<file path="config.mk">
export PLATFORM = sky130hd
export DESIGN_NAME = apb_master_bridge
export DESIGN_NICKNAME = d
export VERILOG_FILES = /design/src/rtl/apb_pkg.sv /design/src/rtl/apb_addr_decoder.sv /design/src/rtl/apb_master_bridge.sv
export SDC_FILE = /design/constraint.sdc
export NUM_CORES = 1
export LEC_CHECK = 0
export CORE_ASPECT_RATIO = 0.9
export CORE_MARGIN = 5
export CORE_UTILIZATION = 38
export DETAILED_ROUTE_END_ITERATION = 10
export HOLD_SLACK_MARGIN = 0.12
export PLACE_DENSITY = 0.95
export SYNTH_ARGS = -nofsm -noshare
export SYNTH_HDL_FRONTEND = slang
export SYNTH_SLANG_ARGS = --single-unit
</file>
<file path="constraint.sdc">
create_clock -name PCLK -period 4.2 [get_ports PCLK]
set_input_delay 0.63 -clock PCLK [delete_from_list [all_inputs] [get_ports PCLK]]
set_output_delay 0.63 -clock PCLK [all_outputs]
set_load 0.03 [all_outputs]
</file>
<file path="src/rtl/apb_pkg.sv">
// Shared types and constants for the APB master bridge and its address decoder.
package apb_pkg;

   typedef enum logic [1:0] {
      IDLE   = 2'd0,
      SETUP  = 2'd1,
      ACCESS = 2'd2
   } apb_state_e;

   localparam logic [15:0] APB_BASE_HI = 16'h1000;
   localparam int          SLOT_W      = 4;
   localparam int          ADDR_W      = 32;
   localparam int          DATA_W      = 32;

endpackage

</file>
<file path="src/rtl/apb_addr_decoder.sv">
// Combinational peripheral-window decode: 4 KiB slot per slave above APB_BASE_HI.
module apb_addr_decoder
   import apb_pkg::*;
#(
   parameter int NUM_SLV = 4
) (
   input  logic [ADDR_W-1:12]  addr,
   output logic [NUM_SLV-1:0]  sel,
   output logic                mapped
);

   logic [SLOT_W-1:0] slot;

   assign slot   = addr[15:12];
   // Extra MSB so NUM_SLV=16 still compares correctly.
   assign mapped = (addr[31:16] == APB_BASE_HI) &&
                   ({1'b0, slot} < (SLOT_W+1)'(NUM_SLV));

   for (genvar i = 0; i < NUM_SLV; i++) begin : g_sel
      assign sel[i] = mapped && (slot == SLOT_W'(i));
   end

endmodule

</file>
<file path="src/rtl/apb_master_bridge.sv">
// CPU single-cycle request to APB3 master: IDLE/SETUP/ACCESS FSM, slave select,
// response mux and wait-state timeout.
module apb_master_bridge
   import apb_pkg::*;
#(
   parameter int NUM_SLV = 4,
   parameter int TIMEOUT = 16
) (
   input  logic                            PCLK,
   input  logic                            PRESET,
   input  logic                            transfer,
   input  logic                            write,
   input  logic [ADDR_W-1:0]               addr,
   input  logic [DATA_W-1:0]               wdata,
   output logic [DATA_W-1:0]               rdata,
   output logic                            ready,
   output logic                            error,
   output logic [ADDR_W-1:0]               PADDR,
   output logic                            PWRITE,
   output logic [DATA_W-1:0]               PWDATA,
   output logic                            PENABLE,
   output logic [NUM_SLV-1:0]              PSEL,
   input  logic [NUM_SLV-1:0][DATA_W-1:0]  PRDATA_S,
   input  logic [NUM_SLV-1:0]              PREADY_S
);

   localparam int CNT_W = $clog2(TIMEOUT);

   apb_state_e           state, state_nxt;
   logic [CNT_W-1:0]     cnt;
   logic [NUM_SLV-1:0]   sel;
   logic                 mapped;
   logic                 slv_rdy;
   logic [DATA_W-1:0]    prd_mux;
   logic                 done, done_err;

   apb_addr_decoder #(.NUM_SLV(NUM_SLV)) u_dec (
      .addr   (PADDR[ADDR_W-1:12]),
      .sel    (sel),
      .mapped (mapped)
   );

   assign PSEL    = (state == IDLE) ? '0 : sel;
   assign PENABLE = (state == ACCESS);

   // sel is one-hot (or zero), so AND-OR is a clean mux of the addressed slave.
   always_comb begin
      slv_rdy = |(PREADY_S & sel);
      prd_mux = '0;
      for (int i = 0; i < NUM_SLV; i++)
         if (sel[i]) prd_mux = prd_mux | PRDATA_S[i];
   end

   always_comb begin
      state_nxt = state;
      done      = 1'b0;
      done_err  = 1'b0;
      case (state)
         IDLE:   if (transfer) state_nxt = SETUP;
         SETUP:  state_nxt = ACCESS;
         ACCESS: begin
            if (!mapped) begin
               done     = 1'b1;
               done_err = 1'b1;
            end else if (slv_rdy) begin
               done     = 1'b1;
            end else if (cnt == CNT_W'(TIMEOUT-1)) begin
               done     = 1'b1;
               done_err = 1'b1;
            end
            if (done) state_nxt = IDLE;
         end
         default: state_nxt = IDLE;
      endcase
   end

   always_ff @(posedge PCLK) begin
      if (PRESET) begin
         state  <= IDLE;
         PADDR  <= '0;
         PWRITE <= 1'b0;
         PWDATA <= '0;
         cnt    <= '0;
         ready  <= 1'b0;
         error  <= 1'b0;
         rdata  <= '0;
      end else begin
         state <= state_nxt;
         if (state == IDLE && transfer) begin
            PADDR  <= addr;
            PWRITE <= write;
            PWDATA <= wdata;
         end
         if (state == SETUP)       cnt <= '0;
         else if (state == ACCESS) cnt <= cnt + CNT_W'(1);
         ready <= done;
         error <= done && done_err;
         rdata <= (done && !done_err && !PWRITE) ? prd_mux : '0;
      end
   end

endmodule

</file>
==> reports/metrics.yaml <==
routing:
  drc_errors: 0
  vias_per_cell: 4.95
  dr.pass1.iters: 6
  wirelength_mm: 16.6
  drtIter0Drc: 276
  num_vias: 4411
  postRouteAntennaNets: 0
  drt-wirelength-per-cell_um: 18.6
timing:
  relSlewSlack_pct: 15.2
  finalHoldViolCount: 0
  min_period_ps: 3580
  setup_violations: 0
  maxSlewViolCount: 0
  fmax_ghz: 0.279
  worst_pin_slew_ps: 1270
  finalSetupTns_ps: 0
  rsz0062_at_grt: "false"
  clock_skew_ps: 8.37
  finalCritPeriodShare_pct: 85.3
layout:
  instances_no_fill: 891
  drive_gt1_share_pct: 8.03
  fin_nets: 932
  area_growth_pct: 76.0
  antennaDiodeCount: 0
  nFillCells: 888
pwr:
  p_leak_nw: 2.72
  ir_drop_uv: 267
  powerDensity_nw_per_um2: 310
  finalPower_w: 0.00239
job:
  drv_cap: 0
global_route:
  grt_start_max_net_pins: 72
  overflow: 0
  grt_usage_pct: 23.4
  grt_pass1_vias: 4566
  grt_pass1_wl_mm: 24.7
  antenna_found_initial: 1
critical_path:
  worst_path_max_delay_cell: "clkdlybuf4s50_1"
  arrival_ps: 2950
  startpoint: "PADDR[27]"
  r2r_slack_ps: 1670
  cp_cell_sequence: "nor4b_1 -> and4_1 -> nand2_1 -> nor4bb_1 -> clkdlybuf4s50_1"
  worstPathMaxFanout: 7
  worstSetupPathType: "reg2out"
  critPathRequiredTime_ps: 3570
  slowest_delay_ps: 800
  reg2reg_from: "state[1]"
  cp-start-kind: "flip-flop"
  crit_path_end_kind: "primary output"
logic_synthesis:
  synthFlopType: "dfxtp_1"
  synth.most_common_cell: "nand2_1"
  synth-warning-count: 0
  synth_area_um2: 4390
  yosys.area.top_type_share_pct: 47.9
  yosysSeqAreaShare_pct: 47.9
  syn-mean-instance-area_um2: 9.79
  ys_seq_elements: 105
  synthCells: 448
  yosys.area.top_type: "dfxtp_1"
  synth_edf_count: 0
  synth_area_leaders: "dfxtp_1 48%, mux4_2 17%, nand2_1 11%"
  syn_nets: 649
  async_reset_ff_share_pct: 0
  netlist_top_cells_count: "133 x nand2_1, 105 x dfxtp_1, 69 x a21oi_1"
  ys_types: 31
placed_design:
  placed_cells: 876
  place.port_buffers: 303
  gp_congestion: 0.916
  post-dp-hpwl_mm: 13.3
clock_tree:
  ctsHoldBuffers: 0
  clk-insertion-delay-late_ps: 340
  cts_buffer_depth: 2
  root_buffer: "clkbuf_16"
  clk_pin_slew_ps: 70
  cts.repair_timing.setup_buffer_count: 0
  cts_resized: 0
  cts_tree: "done"
  numCtsBuffers: 9
  cts_htree_levels: 3
  cts.sinks: 105
floorplan:
  num_rows: 37
  die_area_um2: 13800
  die_y_um: 112
  ios: 304
  core_area_um2: 11400
  initial_utilization_pct: 38.5
  die_x_um: 123
status:
  status: "completed"
min_path:
  min_from: "PWDATA[6]"
  hold_path.class: "reg2reg"
## critical path, delay by kind of cell (launching register included)
family	cells	cell delay (ps)
AND/OR/NAND/NOR	4	1490
buffers and inverters	1	800
flip-flops	1	330
## flip-flops by register name, indices dropped and copies added (netlist names)
signal / cells
ready: 1
error: 1
state: 2
cnt: 4
PWDATA: 32
rdata: 32
PADDR: 32
PWRITE: 1
## metal layers
metal / global-route usage, % / up-vias / wire length, um
li1: - / 2094 / -
met1: 25.2 / 2083 / 5880
met2: 41.7 / 193 / 8740
met3: 7.92 / 39 / 1430
met4: 9.37 / 2 / 552
met5: 0 / - / 13
## metrics by stage
stage	setup slack [ps]	cell area (um2)	hold slack [ps]	utilization (%)
floorplan	1420	4390	507	-
global placement	1050	7440	442	65.4
detailed placement	1000	7440	448	65.4
CTS	601	7720	457	67.8
global route	517	7720	471	67.8
finish	616	7720	452	67.8
## cell type report
type                    count  area (um2)  share of cell area, %
repair buffers            307        3060                   39.6
flip-flops and latches    105        2100                   27.2
multi-input cells         308        2090                   27.0
clock buffers               9         225                   2.92
well taps                 156         195                   2.53
clock inverters             6        52.6                  0.680
## worst paths after layout
check / to / depth (start not counted)
worst max-delay path: PSEL[3] / 5
worst min-delay path: PWDATA[6] / 2
worst max register to register: PADDR[18] / 4
worst min register to register: PWDATA[6] / 2
## cells by family (layout without fill, tap and decap cells)
| family | after synthesis | in the layout | share of synthesized area [%] |
|---|---|---|---|
| DFF | 105 | 105 | 47.9 |
| muxes | 35 | 35 | 17.4 |
| and+or+nand+nor | 197 | 197 | 20.9 |
| AOI/OAI and AO/OA | 74 | 74 | 8.73 |
| xor gates and xnor gates | 1 | 1 | 0.200 |
| adders and majority gates | 1 | 1 | 0.285 |
| buffers and inverters | 35 | 322 | 4.59 |
## power by group
part / internal [W] / switching (W) / leakage, nW
Combinational: 0.000317 / 0.000229 / 1.73
Clock: 0.000407 / 0.000377 / 0.130
Sequential: 0.00104 / 0.0000272 / 0.857
Total: 0.00176 / 0.000633 / 2.72
## placed cells by master, fill, tap and decap left out, types with 4 or more instances in the layout
| cell | netlist | layout |
|---|---|---|
| a21oi_1 | 69 | 69 |
| buf_4 | 6 | 4 |
| clkbuf_16 | 0 | 9 |
| dfxtp_1 | 105 | 104 |
| nor2b_1 | 34 | 34 |
| nand2_1 | 133 | 132 |
| nor2_1 | 7 | 7 |
| nand2b_1 | 5 | 5 |
| mux4_2 | 33 | 33 |
| clkdlybuf4s50_1 | 0 | 302 |
| nor4_1 | 4 | 4 |
Power figures use the tool's default switching activity.
